**config.mk**
```make
export PLATFORM = sky130hd
export DESIGN_NAME = status_display_scanner
export DESIGN_NICKNAME = d
export VERILOG_FILES = /design/src/rtl/display_pkg.sv /design/src/rtl/seg_bcd_decoder.sv /design/src/rtl/status_display_scanner.sv
export SDC_FILE = /design/constraint.sdc
export NUM_CORES = 1
export LEC_CHECK = 0
export CAP_MARGIN = 40
export CORE_ASPECT_RATIO = 1.25
export CORE_MARGIN = 2
export CORE_UTILIZATION = 39
export DETAILED_ROUTE_END_ITERATION = 10
export SETUP_SLACK_MARGIN = 0.05
export SLEW_MARGIN = 10
export SYNTH_ARGS = -nofsm -noshare
export SYNTH_HDL_FRONTEND = slang
export SYNTH_SLANG_ARGS = --single-unit
```
**constraint.sdc**
```tcl
create_clock -name clk -period 2.6 [get_ports clk]
set_input_delay 0.52 -clock clk [delete_from_list [all_inputs] [get_ports clk]]
set_output_delay 0.52 -clock clk [all_outputs]
set_load 0.05 [all_outputs]
```
**src/rtl/display_pkg.sv**
```systemverilog
// Shared definitions for the status display scanner.
// Holds the seven-segment glyph constants (bit 6 = segment a, bit 0 = g,
// active-high), the machine-state encodings, the snapshot struct and the
// status-glyph priority function used by the top level.
package display_pkg;

  localparam logic [6:0] c_E        = 7'b1001111;  // warning
  localparam logic [6:0] c_S        = 7'b1011011;  // setting
  localparam logic [6:0] c_P        = 7'b1100111;  // paused
  localparam logic [6:0] c_0        = 7'b1111110;  // zero state
  localparam logic [6:0] g_u        = 7'b1000000;  // upline: running
  localparam logic [6:0] g_b_report = 7'b0001000;  // underline: finished/report
  localparam logic [6:0] g_t        = 7'b1001001;  // three-line: next bottle
  localparam logic [6:0] g_dash     = 7'b0000001;  // non-BCD nibble
  localparam logic [6:0] g_blank    = 7'b0000000;

  typedef enum logic [1:0] {
    s_zero      = 2'b00,
    s_operation = 2'b01,
    s_report    = 2'b10
  } state_e;

  // Status inputs captured once per frame.
  typedef struct packed {
    logic [1:0] state;
    logic       suspend;
    logic       finish;
    logic       next_bottle;
    logic       setting;
    logic       warning;
  } status_t;

  // True when the status digit shows the pause glyph (used for blinking).
  function automatic logic status_is_pause(status_t s);
    logic p;
    p = 1'b0;
    if (!s.warning && !s.setting && (s.state == s_operation) &&
        !(s.finish && !s.next_bottle))
      p = s.suspend;
    return p;
  endfunction

  // Priority: warning, setting, then machine state. finish+next together
  // falls through to the plain running case.
  function automatic logic [6:0] status_glyph(status_t s);
    logic [6:0] g;
    g = g_b_report;
    if (s.warning)       g = c_E;
    else if (s.setting)  g = c_S;
    else begin
      case (s.state)
        s_zero:      g = c_0;
        s_operation: begin
          if (s.finish && !s.next_bottle)      g = g_b_report;
          else if (!s.finish && s.next_bottle) g = s.suspend ? c_P : g_t;
          else                                 g = s.suspend ? c_P : g_u;
        end
        default:     g = g_b_report;  // 10 and 11 both mean report
      endcase
    end
    return g;
  endfunction

endpackage

```
**src/rtl/seg_bcd_decoder.sv**
```systemverilog
// Combinational BCD to seven-segment decoder.
// Ports: bcd_i - 4-bit digit value; seg_o - segments a..g (bit 6 = a),
// active-high. Values above 9 produce a dash.
module seg_bcd_decoder
  import display_pkg::*;
(
  input  logic [3:0] bcd_i,
  output logic [6:0] seg_o
);

  always_comb begin
    seg_o = g_dash;
    case (bcd_i)
      4'd0:    seg_o = c_0;
      4'd1:    seg_o = 7'b0110000;
      4'd2:    seg_o = 7'b1101101;
      4'd3:    seg_o = 7'b1111001;
      4'd4:    seg_o = 7'b0110011;
      4'd5:    seg_o = 7'b1011011;
      4'd6:    seg_o = 7'b1011111;
      4'd7:    seg_o = 7'b1110000;
      4'd8:    seg_o = 7'b1111111;
      4'd9:    seg_o = 7'b1111011;
      default: seg_o = g_dash;
    endcase
  end

endmodule

```
**src/rtl/status_display_scanner.sv**
```systemverilog
// Multiplexed seven-segment driver: digit 0 shows a machine-status glyph,
// digits 1..DIGITS-1 show a BCD value with leading-zero blanking.
// Inputs are snapshotted once per scan frame so a frame never mixes values.
// Ports:
//   clk, rst        - clock, asynchronous active-high reset
//   in_state, in_*  - machine state and status flags
//   in_bcd          - BCD value, nibble k shown on digit k+1 (nibble 0 = LSD)
//   out_seg         - segments a..g, bit 6 = a, active-high, registered
//   out_dig_sel     - one-hot digit enable, registered
// Optional feature: define DISPLAY_BLINK_EN to blink the whole display on
// warning and the status digit on pause, toggling every BLINK_DIV frames.
module status_display_scanner
  import display_pkg::*;
#(
  parameter int DIGITS    = 4,
  parameter int SCAN_DIV  = 50000,
  parameter int BLINK_DIV = 32
) (
  input  logic                      clk,
  input  logic                      rst,
  input  logic [1:0]                in_state,
  input  logic                      in_suspend,
  input  logic                      in_finish,
  input  logic                      in_next_bottle,
  input  logic                      in_setting,
  input  logic                      in_warning_enable,
  input  logic [4*(DIGITS-1)-1:0]   in_bcd,
  output logic [6:0]                out_seg,
  output logic [DIGITS-1:0]         out_dig_sel
);

  localparam int BCD_W  = 4 * (DIGITS - 1);
  localparam int SCAN_W = $clog2(SCAN_DIV);
  localparam int IDX_W  = $clog2(DIGITS);
  localparam logic [SCAN_W-1:0] SCAN_LAST = SCAN_W'(SCAN_DIV - 1);
  localparam logic [IDX_W-1:0]  IDX_LAST  = IDX_W'(DIGITS - 1);

  if (DIGITS < 2 || SCAN_DIV < 2 || BLINK_DIV < 1) begin : g_bad_params
    $error("status_display_scanner: illegal parameter value");
  end

  logic [SCAN_W-1:0] scan_cnt_q, scan_cnt_d;
  logic [IDX_W-1:0]  idx_q, idx_d;
  status_t           snap_q, snap_d;
  logic [BCD_W-1:0]  snap_bcd_q, snap_bcd_d;
  logic [6:0]        seg_q, seg_d;
  logic [DIGITS-1:0] dig_sel_q, dig_sel_d;

  logic       scan_tc, frame_end;
  logic [3:0] sel_nib;
  logic       sel_blank, upper_nz;
  logic [6:0] dec_seg;
  logic       blink_mask;

  // Scan timing and frame snapshot.
  always_comb begin
    scan_tc    = (scan_cnt_q == SCAN_LAST);
    frame_end  = scan_tc && (idx_q == IDX_LAST);
    scan_cnt_d = scan_tc ? '0 : scan_cnt_q + 1'b1;
    idx_d      = idx_q;
    if (scan_tc) idx_d = (idx_q == IDX_LAST) ? '0 : idx_q + 1'b1;
    snap_d     = snap_q;
    snap_bcd_d = snap_bcd_q;
    if (frame_end) begin
      snap_d.state       = in_state;
      snap_d.suspend     = in_suspend;
      snap_d.finish      = in_finish;
      snap_d.next_bottle = in_next_bottle;
      snap_d.setting     = in_setting;
      snap_d.warning     = in_warning_enable;
      snap_bcd_d         = in_bcd;
    end
  end

  // Pick the nibble for the current digit. Walking from the most-significant
  // nibble down, upper_nz tells whether anything at or above nibble k is
  // non-zero; digit 1 always shows so a zero value reads "0".
  always_comb begin
    sel_nib   = 4'd0;
    sel_blank = 1'b0;
    upper_nz  = 1'b0;
    for (int k = DIGITS - 2; k >= 0; k--) begin
      upper_nz = upper_nz | (snap_bcd_q[4*k +: 4] != 4'd0);
      if (idx_q == IDX_W'(k + 1)) begin
        sel_nib   = snap_bcd_q[4*k +: 4];
        sel_blank = !upper_nz && (k != 0);
      end
    end
  end

  seg_bcd_decoder u_dec (
    .bcd_i (sel_nib),
    .seg_o (dec_seg)
  );

`ifdef DISPLAY_BLINK_EN
  localparam int BLINK_W = (BLINK_DIV > 1) ? $clog2(BLINK_DIV) : 1;
  localparam logic [BLINK_W-1:0] BLINK_LAST = BLINK_W'(BLINK_DIV - 1);

  logic [BLINK_W-1:0] blink_cnt_q, blink_cnt_d;
  logic               blink_phase_q, blink_phase_d;

  always_comb begin
    blink_cnt_d   = blink_cnt_q;
    blink_phase_d = blink_phase_q;
    if (frame_end) begin
      if (blink_cnt_q == BLINK_LAST) begin
        blink_cnt_d   = '0;
        blink_phase_d = ~blink_phase_q;
      end else begin
        blink_cnt_d = blink_cnt_q + 1'b1;
      end
    end
    // Warning blanks everything; pause blanks only the status digit.
    blink_mask = blink_phase_q &&
                 (snap_q.warning || ((idx_q == '0) && status_is_pause(snap_q)));
  end

  always_ff @(posedge clk or posedge rst) begin
    if (rst) begin
      blink_cnt_q   <= '0;
      blink_phase_q <= 1'b0;
    end else begin
      blink_cnt_q   <= blink_cnt_d;
      blink_phase_q <= blink_phase_d;
    end
  end
`else
  always_comb blink_mask = 1'b0;
`endif

  // Output register: content for the digit currently indexed.
  always_comb begin
    if (idx_q == '0)    seg_d = status_glyph(snap_q);
    else if (sel_blank) seg_d = g_blank;
    else                seg_d = dec_seg;
    if (blink_mask) seg_d = g_blank;
    for (int i = 0; i < DIGITS; i++) dig_sel_d[i] = (idx_q == IDX_W'(i));
  end

  always_ff @(posedge clk or posedge rst) begin
    if (rst) begin
      scan_cnt_q <= '0;
      idx_q      <= '0;
      snap_q     <= '{state: s_zero, default: 1'b0};
      snap_bcd_q <= '0;
      seg_q      <= g_blank;
      dig_sel_q  <= '0;
    end else begin
      scan_cnt_q <= scan_cnt_d;
      idx_q      <= idx_d;
      snap_q     <= snap_d;
      snap_bcd_q <= snap_bcd_d;
      seg_q      <= seg_d;
      dig_sel_q  <= dig_sel_d;
    end
  end

  assign out_seg     = seg_q;
  assign out_dig_sel = dig_sel_q;

endmodule

```
; Word-level counts from Yosys, hierarchy flattened
; Memory sizes are Yosys's and may differ from the RTL's.
; Index checks and enable logic that the tools add are counted.
[word_totals]
ff_bits = 48
word_cells = 48
in_bits = 21
rom_bits = 112
mem_count = 1
[classes]
bitwise_logic = 1
reduce_logical = 11
n_addsub = 2
mux = 17
eq_ne = 5
[mem_list]
columns = name, depth, word_bits, read_ports, rd_ports_with_merged_regs, write_ports, line_no
row1 = (no name shown), 16, 7, 1, 0, 0, seg_bcd_decoder.sv:13  ; case (bcd_i)
[op_table]
columns = cell, count
row1 = 2-to-1 mux 7 bit, 5
row2 = 2-to-1 mux 6 bit, 3
row3 = adder 16 x 1 -> 16 bit (second input constant), 1
row4 = equality test 16 bit (second input constant), 1
row5 = 2-to-1 mux 16 bit, 1
row6 = case mux 7 bit (2 select lines), 1
row7 = 2-to-1 mux 4 bit, 3
row8 = nonzero test 4 bit, 2
row9 = equality test 2 x 1 -> 1 bit (second input constant), 2
row10 = equality test 2 bit (second input constant), 2
row11 = zero test 1 bit, 4
row12 = zero test 2 bit, 2
row13 = logical AND 1 bit, 3
row14 = 2-to-1 mux 1 bit, 3
row15 = adder 2 x 1 -> 2 bit (second input constant), 1
row16 = 2-to-1 mux 2 bit, 1
row17 = bitwise OR 1 bit, 1

; Logic depth before layout (Yosys ltp)
; Gate-level depths: netlist (run 1).
[logic_depth]
depth_word = 8
depth_mapped = 10
depth_no_buf = 9

; Cells and area by module
; A second synthesis (run 1) with hierarchy kept.
[hier_totals]
cells_unflattened = 219
hier_area_um2 = 2472.4
[modules_own_cells]
columns = mod, area_per_inst_um2, n_inst, cells_each
row1 = status_display_scanner, 2244.7, 1, 190
row2 = seg_bcd_decoder, 227.7, 1, 29

; Worst setup path after synthesis (run 1)
; No wires, ideal clock.
[synth_path]
path_kind = flip-flop to flip-flop
from = register idx_q[0]
to = register seg_q[1], in the netlist out_seg[1]
path_stages_with_launch = 10
required_ns = 2.468
slack_ns = 0.606
setup_time_ns = 0.132
path_buffers = 1
t_arrival_ns = 1.862
synth_period_minus_slack_ns = 1.994
cell_sequence = dfrtp_1 inv_1 ha_1 clkbuf_1 a21oi_1 a21oi_1 inv_1 ha_1 a211oi_1 o22ai_1
[synth_lines]
columns = element, line_no
row1 = start: declaration, status_display_scanner.sv:43  ; logic [IDX_W-1:0] idx_q, idx_d;
row2 = start signal: assignment, status_display_scanner.sv:151  ; idx_q <= idx_d;
row3 = equality test 2 bit *, --
row4 = named net dig_sel_d[2], status_display_scanner.sv:47  ; logic [DIGITS-1:0] dig_sel_q, dig_sel_d;
row5 = 2-to-1 mux 4 bit (2 in series), status_display_scanner.sv:84  ; if (idx_q == IDX_W'(k + 1)) begin
row6 = memory read (16 x 7 bit), --
row7 = 2-to-1 mux 7 bit *, status_display_scanner.sv:135  ; else if (sel_blank) seg_d = g_blank;
row8 = 2-to-1 mux 7 bit *, status_display_scanner.sv:134  ; if (idx_q == '0) seg_d = status_glyph(snap_q);
row9 = named net seg_d[1], status_display_scanner.sv:46  ; logic [6:0] seg_q, seg_d;
row10 = end signal: assignment, status_display_scanner.sv:147  ; seg_q <= g_blank;
row11 = end signal: assignment, status_display_scanner.sv:154  ; seg_q <= seg_d;
row12 = end: declaration, status_display_scanner.sv:46
; The timed path passes the listed nets; every way through them passes the cells marked *.
; A chain may end at the register's enable or synchronous reset.

; Worst setup path after layout (run 1)
[layout_path]
from = register idx_q[0]
to = register seg_q[3], in the netlist out_seg[3]
; Same word-level chain as after synthesis.

==> run_summary.xml, run 1 <==
<?xml version="1.0" encoding="UTF-8"?>
<metrics>
  <group name="finish">
    <metric name="finalNetCount" unit="">271</metric>
    <metric name="layout.core_utilization" unit="">0.485</metric>
    <metric name="num_antenna_cells" unit="">0</metric>
    <metric name="proportion_of_layout_cells_with_a_drive_suffix_above_1" unit="">0.129</metric>
    <metric name="final_common_cell" unit="">sky130_fd_sc_hd__dfrtp_1</metric>
    <metric name="final_cell_count_no_fill" unit="">307</metric>
    <metric name="most_frequent_cells_in_the_layout" unit="">sky130_fd_sc_hd__dfrtp_1 (48), sky130_fd_sc_hd__clkdlybuf4s50_1 (31), sky130_fd_sc_hd__nor2_1 (18), sky130_fd_sc_hd__nand2_1 (12), sky130_fd_sc_hd__o21ai_0 (11)</metric>
    <metric name="area.sequential" unit="um2">1200</metric>
    <metric name="area_of_the_multi_input_gates" unit="um2">1080</metric>
    <metric name="area.growth.synth_to_final" unit="%">18.9</metric>
    <metric name="nFillCells" unit="">566</metric>
  </group>
  <group name="setup_path">
    <metric name="reg2reg_depth" unit="">9</metric>
    <metric name="worst_path_max_delay_cell" unit="">sky130_fd_sc_hd__dfrtp_1</metric>
    <metric name="worstSetupEndpointType" unit="">flip-flop</metric>
    <metric name="cp_num_buf_inv" unit="">2</metric>
    <metric name="critical_path.top_delay_family" unit="">adder cells</metric>
    <metric name="cp_cell_sequence" unit="">inv_1 &gt; ha_1 &gt; nand3b_1 &gt; a21oi_1 &gt; inv_1 &gt; ha_1 &gt; mux2i_1 &gt; nor2_1 &gt; o22ai_1</metric>
    <metric name="path_depth" unit="">9</metric>
    <metric name="critPathMaxStageDelay" unit="ns">0.39</metric>
    <metric name="timing_worst_setup_path_type" unit="">reg -&gt; reg</metric>
    <metric name="worstPathRequired" unit="ns">2.83</metric>
    <metric name="worstSetupStartpointType" unit="">flip-flop</metric>
    <metric name="worstPathArrival" unit="ns">2.32</metric>
    <metric name="critPathMaxFanout" unit="">10</metric>
  </group>
  <group name="synthesis">
    <metric name="ys_dominant_reg_cell" unit="">sky130_fd_sc_hd__dfrtp_1</metric>
    <metric name="synthesis.nets" unit="">237</metric>
    <metric name="ys.warnings.count" unit="">0</metric>
    <metric name="synth_enable_flop_cells" unit="">0</metric>
    <metric name="synth_area_per_cell" unit="um2">11.5</metric>
    <metric name="yosys-mux-area-fraction" unit="">0.123</metric>
    <metric name="yosys.area_share.adder" unit="">0.0528</metric>
    <metric name="post_synth_instance_area" unit="um2">2370</metric>
    <metric name="seq_area_frac_synth" unit="">0.507</metric>
    <metric name="synth-simple-area-share" unit="">0.154</metric>
    <metric name="async_reset_ff_frac" unit="">1.00</metric>
    <metric name="synth.distinct_cells" unit="">43</metric>
    <metric name="dominant_combinational_cell_family_by_area_after_synthesis" unit="">simple AND/OR/NAND/NOR gates</metric>
    <metric name="synthCells" unit="">206</metric>
    <metric name="synth_xor_xnor_area_share" unit="">0.0480</metric>
    <metric name="synth-compound-area-share" unit="">0.0786</metric>
    <metric name="post_synthesis_register_bit_count" unit="">48</metric>
  </group>
  <group name="clocking">
    <metric name="cts_clock_pin_slew_for_the_worst_setup_and_hold_paths" unit="ns">0.09</metric>
    <metric name="h-tree-depth" unit="">2</metric>
    <metric name="cts_setup_buffers" unit="">0</metric>
    <metric name="hold_buffers" unit="">0</metric>
    <metric name="cts_buffers" unit="">5</metric>
    <metric name="worstSkewPairLatency" unit="ns">0.30</metric>
    <metric name="ctsLongestPathBuffers" unit="">2</metric>
    <metric name="clock_tree.root_cell" unit="">sky130_fd_sc_hd__clkbuf_8</metric>
    <metric name="cts_resized" unit="">0</metric>
    <metric name="tritoncts_num_sinks" unit="">48</metric>
    <metric name="tritoncts_clock_tree" unit="">done</metric>
  </group>
  <group name="routing">
    <metric name="ant_nets" unit="">0</metric>
    <metric name="drt_iter0_drc" unit="">87</metric>
    <metric name="first_pass_drt_iterations" unit="">5</metric>
    <metric name="dr_wl_met2" unit="um">2260</metric>
    <metric name="routed_via_count_divided_by_cell_count" unit="">5.21</metric>
    <metric name="route.met3.wl" unit="um">138</metric>
    <metric name="topRoutingLayerUsed" unit="">met4</metric>
    <metric name="route.vias.total" unit="">1600</metric>
    <metric name="detail_route.wirelength.met1" unit="um">1910</metric>
    <metric name="drc_errors" unit="">0</metric>
    <metric name="route.detailed.wl_per_inst" unit="um">14.2</metric>
    <metric name="aggregate_routed_wire_length" unit="um">4360</metric>
  </group>
  <group name="power_and_ir_drop">
    <metric name="cellPowerDensity" unit="nW/um2">479</metric>
    <metric name="leakagePower" unit="nW">1.27</metric>
    <metric name="power.ir.vdd_worst" unit="V">0.000200</metric>
    <metric name="post-layout-total-power" unit="mW">1.35</metric>
  </group>
  <group name="global_route">
    <metric name="largest_net_degree_at_the_start_of_global_routing" unit="">49</metric>
    <metric name="grt_pass1_wl" unit="um">7470</metric>
    <metric name="grt_util_all_layers" unit="">0.143</metric>
    <metric name="grt_overflow_total" unit="">0</metric>
    <metric name="first_global_vias" unit="">1607</metric>
    <metric name="initial_antenna_violation_count" unit="">0</metric>
  </group>
  <group name="timing">
    <metric name="timing.final.crit_share" unit="">0.804</metric>
    <metric name="final.min_clock_period" unit="ns">2.09</metric>
    <metric name="finalHoldViolations" unit="">0</metric>
    <metric name="final_max_slew_viol_count" unit="">0</metric>
    <metric name="fin_clk_skew" unit="ns">0.0122</metric>
    <metric name="fin_tns_setup" unit="ns">0</metric>
    <metric name="relSlewSlack" unit="">0.595</metric>
    <metric name="setup_viol" unit="">0</metric>
    <metric name="highest_clock_rate" unit="GHz">0.478</metric>
    <metric name="setup_ws" unit="ns">0.509</metric>
    <metric name="rsz0062_at_grt" unit="">no</metric>
    <metric name="tightestPinTransition" unit="ns">0.608</metric>
  </group>
  <group name="die">
    <metric name="num_rows" unit="">31</metric>
    <metric name="io_pins" unit="">32</metric>
    <metric name="initial_core_util" unit="">0.408</metric>
    <metric name="coreArea" unit="um2">5820</metric>
    <metric name="dieWidth" unit="um">73.7</metric>
    <metric name="height_of_the_die" unit="um">91.2</metric>
    <metric name="die-area" unit="um2">6720</metric>
  </group>
  <group name="flow_run">
    <metric name="timing.max_cap.violations" unit="">0</metric>
  </group>
  <group name="hold_path">
    <metric name="min_path_cells" unit="">1</metric>
    <metric name="hold_path_class" unit="">reg -&gt; reg</metric>
  </group>
  <group name="place">
    <metric name="place_ws" unit="ns">0.478</metric>
    <metric name="finalWeightedCongestion" unit="">0.715</metric>
    <metric name="dp_hpwl" unit="um">3050</metric>
    <metric name="placedCellCount" unit="">299</metric>
    <metric name="placement.io_buffers" unit="">31</metric>
  </group>
  <group name="outcome">
    <metric name="run_status" unit="">finished clean</metric>
  </group>
</metrics>
state kept, by name, indices dropped and copies added, names as in the netlist:
| signal | cells |
|---|---|
| idx_q | 2 |
| out_dig_sel | 4 |
| out_seg | 7 |
| scan_cnt_q | 16 |
| snap_bcd_q | 12 |
| snap_q | 7 |
stage by stage:
stage                     area (um2)  hold slack (ns)
final                           2820            0.510
after global routing            2820            0.519
after CTS                       2820            0.509
after detailed placement        2730            0.493
after global placement          2730            0.482
after floorplan                 2370            0.457
synth_stat cells (all sizes together) (2+ instances only):
cell	count	area, um2
a211oi	3	22.5
a21oi	8	40.0
and3	3	18.8
and4	2	17.5
buf	4	41.3
clkbuf	2	8.75
dfrtp	48	1200
ha	10	125
inv	10	37.5
mux2	20	263
mux2i	3	30.0
nand2	13	65.1
nand2b	3	18.8
nand3	4	25.0
nand3b	5	37.5
nand4	4	25.0
nor2	18	67.6
nor2b	3	18.8
nor4	3	18.8
o21ai	12	60.1
o22ai	2	12.5
xnor2	4	35.0
xor2	9	78.8
worst reg2reg max path, stage by stage (launching register included):
cell                       delay (ns)
sky130_fd_sc_hd__dfrtp_1         0.39
sky130_fd_sc_hd__inv_1           0.09
sky130_fd_sc_hd__ha_1            0.31
sky130_fd_sc_hd__nand3b_1        0.20
sky130_fd_sc_hd__a21oi_1         0.28
sky130_fd_sc_hd__inv_1           0.13
sky130_fd_sc_hd__ha_1            0.30
sky130_fd_sc_hd__mux2i_1         0.14
sky130_fd_sc_hd__nor2_1          0.06
sky130_fd_sc_hd__o22ai_1         0.13
power by group:
| group | switching, mW | internal [mW] | total [mW] |
|---|---|---|---|
| clock | 0.241 | 0.217 | 0.459 |
| combinational | 0.0510 | 0.0583 | 0.109 |
| sequential | 0.0159 | 0.766 | 0.782 |
| total | 0.308 | 1.04 | 1.35 |
area by class of cell:
class	instances	share of cell area
multi-input combinational	142	0.384
tap	66	0.0293
timing repair buffer	33	0.115
inverter	10	0.0133
sequential	48	0.426
clock buffer	8	0.0320
final timing paths:
path | startpoint | endpoint | slack, ns
setup / recovery | idx_q[0] | out_seg[3] | 0.51
hold / removal | scan_cnt_q[13] | scan_cnt_q[13] | 0.51
setup reg to reg | idx_q[0] | out_seg[3] | 0.51
hold reg to reg | scan_cnt_q[13] | scan_cnt_q[13] | 0.51
max in group asynchronous | rst | snap_bcd_q[2] | 1.49
min in group asynchronous | rst | snap_q[6] | 0.68
kinds of logic after synthesis:
family | Yosys count
AOI/OAI and AO/OA | 31
xor gates and xnor gates | 13
adders and majority gates | 10
buffers and inverters | 16
DFF | 48
muxes | 23
and+or+nand+nor | 65
layer usage:
metal / global-route usage / vias to the layer above
met4: 0.0500 / 0
met2: 0.243 / 29
met3: 0.0366 / 4
li1: - / 785
met1: 0.170 / 782
met5: 0 / -
(Power assumes the default switching activity.)
==> inputs of run 2 (changes only) <==
clock period = 2.01 ns   (was 2.6 ns; I/O delays follow)
==> run_summary.xml, run 2 (synthesis gave the netlist of run 1 again) <==
<?xml version="1.0" encoding="UTF-8"?>
<metrics>
  <group name="outcome">
    <metric name="run_status" unit="">finished clean</metric>
  </group>
  <group name="power_and_ir_drop">
    <metric name="post-layout-total-power" unit="mW">1.74</metric>
    <metric name="cellPowerDensity" unit="nW/um2">585</metric>
    <metric name="power.ir.vdd_worst" unit="V">0.000237</metric>
    <metric name="leakagePower" unit="nW">1.34</metric>
  </group>
  <group name="place">
    <metric name="finalWeightedCongestion" unit="">0.759</metric>
    <metric name="placed_area" unit="um2">2820</metric>
    <metric name="placement.io_buffers" unit="">31</metric>
    <metric name="place_ws" unit="ns">-0.0384</metric>
    <metric name="dp_hpwl" unit="um">3130</metric>
    <metric name="placedCellCount" unit="">309</metric>
  </group>
  <group name="flow_run">
    <metric name="timing.max_cap.violations" unit="">0</metric>
  </group>
  <group name="global_route">
    <metric name="grt_pass1_wl" unit="um">7690</metric>
    <metric name="grt_overflow_total" unit="">0</metric>
    <metric name="grt_util_all_layers" unit="">0.146</metric>
    <metric name="first_global_vias" unit="">1674</metric>
    <metric name="initial_antenna_violation_count" unit="">0</metric>
    <metric name="largest_net_degree_at_the_start_of_global_routing" unit="">49</metric>
  </group>
  <group name="routing">
    <metric name="routed_via_count_divided_by_cell_count" unit="">5.09</metric>
    <metric name="ant_nets" unit="">0</metric>
    <metric name="first_pass_drt_iterations" unit="">4</metric>
    <metric name="drc_errors" unit="">0</metric>
    <metric name="route.detailed.wl_per_inst" unit="um">13.9</metric>
    <metric name="aggregate_routed_wire_length" unit="um">4450</metric>
    <metric name="drt_iter0_drc" unit="">66</metric>
    <metric name="route.vias.total" unit="">1630</metric>
  </group>
  <group name="finish">
    <metric name="final_cell_area" unit="um2">2980</metric>
    <metric name="nFillCells" unit="">525</metric>
    <metric name="most_frequent_cells_in_the_layout" unit="">sky130_fd_sc_hd__dfrtp_1 (48), sky130_fd_sc_hd__clkdlybuf4s50_1 (31), sky130_fd_sc_hd__nor2_1 (18), sky130_fd_sc_hd__buf_4 (14), sky130_fd_sc_hd__nand2_1 (12)</metric>
    <metric name="area.growth.synth_to_final" unit="%">25.5</metric>
    <metric name="largest-register" unit="">scan_cnt_q</metric>
    <metric name="layout.core_utilization" unit="">0.511</metric>
    <metric name="num_antenna_cells" unit="">0</metric>
    <metric name="final_common_cell" unit="">sky130_fd_sc_hd__dfrtp_1</metric>
    <metric name="final_cell_count_no_fill" unit="">320</metric>
    <metric name="largest_register_ffs" unit="">16</metric>
    <metric name="finalNetCount" unit="">284</metric>
    <metric name="layout_top_registers" unit="">scan_cnt_q x16, snap_bcd_q x12</metric>
    <metric name="proportion_of_layout_cells_with_a_drive_suffix_above_1" unit="">0.209</metric>
  </group>
  <group name="setup_path">
    <metric name="crit-reg2reg-launch" unit="">idx_q[0]</metric>
    <metric name="critical_path.reg2reg.endpoint" unit="">out_seg[3]</metric>
    <metric name="worstPathArrival" unit="ns">2.08</metric>
    <metric name="worst-r2r-setup-slack" unit="ns">0.15</metric>
    <metric name="reg2reg_depth" unit="">9</metric>
    <metric name="critPathMaxFanout" unit="">6</metric>
    <metric name="worstPathRequired" unit="ns">2.24</metric>
    <metric name="worstSetupStartpointType" unit="">flip-flop</metric>
    <metric name="timing_worst_setup_path_type" unit="">reg -&gt; reg</metric>
    <metric name="worstSetupEndpointType" unit="">flip-flop</metric>
  </group>
  <group name="timing">
    <metric name="setup_ws" unit="ns">0.153</metric>
    <metric name="relSlewSlack" unit="">0.662</metric>
    <metric name="highest_clock_rate" unit="GHz">0.538</metric>
    <metric name="setup_viol" unit="">0</metric>
    <metric name="finalHoldViolations" unit="">0</metric>
    <metric name="final.min_clock_period" unit="ns">1.86</metric>
    <metric name="tightestPinTransition" unit="ns">0.505</metric>
    <metric name="hold_slack" unit="ns">0.440</metric>
    <metric name="fin_clk_skew" unit="ns">0.00733</metric>
    <metric name="final_max_slew_viol_count" unit="">0</metric>
    <metric name="fin_tns_setup" unit="ns">0</metric>
    <metric name="rsz0062_at_grt" unit="">yes</metric>
    <metric name="timing.final.crit_share" unit="">0.924</metric>
  </group>
  <group name="clocking">
    <metric name="worstSkewPairLatency" unit="ns">0.30</metric>
    <metric name="clock_tree.root_cell" unit="">sky130_fd_sc_hd__clkbuf_8</metric>
    <metric name="ctsLongestPathBuffers" unit="">2</metric>
    <metric name="h-tree-depth" unit="">2</metric>
    <metric name="tritoncts_clock_tree" unit="">done</metric>
    <metric name="tritoncts_num_sinks" unit="">48</metric>
    <metric name="hold_buffers" unit="">0</metric>
    <metric name="cts_clock_pin_slew_for_the_worst_setup_and_hold_paths" unit="ns">0.08</metric>
    <metric name="cts_buffers" unit="">5</metric>
  </group>
  <group name="die">
    <metric name="initial_core_util" unit="">0.408</metric>
    <metric name="dieWidth" unit="um">73.7</metric>
    <metric name="die-area" unit="um2">6720</metric>
    <metric name="io_pins" unit="">32</metric>
    <metric name="num_rows" unit="">31</metric>
    <metric name="height_of_the_die" unit="um">91.2</metric>
    <metric name="coreArea" unit="um2">5820</metric>
  </group>
  <group name="hold_path">
    <metric name="hold_path_class" unit="">in -&gt; async</metric>
  </group>
</metrics>
run 2: cell types whose count changed in the layout (fill, tap and decap cells not counted), moves of 2 or more:
| cell | before | now |
|---|---|---|
| sky130_fd_sc_hd__buf_4 | 2 | 14 |
| sky130_fd_sc_hd__ha_1 | 10 | 7 |
| sky130_fd_sc_hd__a21oi_1 | 8 | 6 |
| sky130_fd_sc_hd__a21oi_2 | 0 | 2 |
| sky130_fd_sc_hd__ha_2 | 0 | 2 |
run 2: power breakdown:
| group | switching, mW | total [mW] | leakage [nW] | internal, mW |
|---|---|---|---|---|
| Sequential | 0.0204 | 1.01 | 0.585 | 0.991 |
| Clock | 0.303 | 0.584 | 0.0455 | 0.281 |
| Combinational | 0.0665 | 0.145 | 0.713 | 0.0783 |
| Total | 0.390 | 1.74 | 1.34 | 1.35 |
run 2: what timing repair did:
action	CTS	global route
setup buffers	1	2
resized for setup	3	7
pin swaps	1	3
endpoints found under the setup margin	3	7
run 2: worst max path at each step:
| stage | slack, ns | end | from |
|---|---|---|---|
| 6_report | 0.15 | out_seg[3] | idx_q[0] |
| 5_1_grt | 0.04 | out_seg[6] | idx_q[0] |
| 4_1_cts | 0.08 | out_seg[1] | idx_q[0] |
| 3_5_place_dp | -0.04 | out_seg[1] | idx_q[0] |
| 3_3_place_gp | -0.008 | out_seg[1] | idx_q[0] |
| 2_1_floorplan | 0.07 | out_seg[3] | idx_q[0] |
run 2: final cells by class:
cell class                 instances  area (um2)  area share
clock buffer                       8        90.1      0.0303
inverter                          10        37.5      0.0126
timing repair buffer              46         435       0.146
multi-input combinational        142        1130       0.379
sequential                        48        1200       0.404
tap                               66        82.6      0.0278
run 2: worst max-delay path: stages, from the launching register on:
cell and delay, ns:
sky130_fd_sc_hd__dfrtp_1 0.37, sky130_fd_sc_hd__inv_1 0.08, sky130_fd_sc_hd__ha_2 0.22, sky130_fd_sc_hd__nand3b_1 0.18, sky130_fd_sc_hd__a21oi_2 0.23, sky130_fd_sc_hd__inv_2 0.08
sky130_fd_sc_hd__ha_1 0.29, sky130_fd_sc_hd__mux2i_1 0.14, sky130_fd_sc_hd__nor2_1 0.05, sky130_fd_sc_hd__o22ai_1 0.15
run 2: routing by layer:
| metal | wire, um | share of wire | global-route usage |
|---|---|---|---|
| met4 | 68 | 0.015 | 0.0500 |
| met3 | 117 | 0.026 | 0.0366 |
| met1 | 2020 | 0.45 | 0.180 |
| met5 | 0 | 0 | 0 |
| met2 | 2250 | 0.50 | 0.242 |
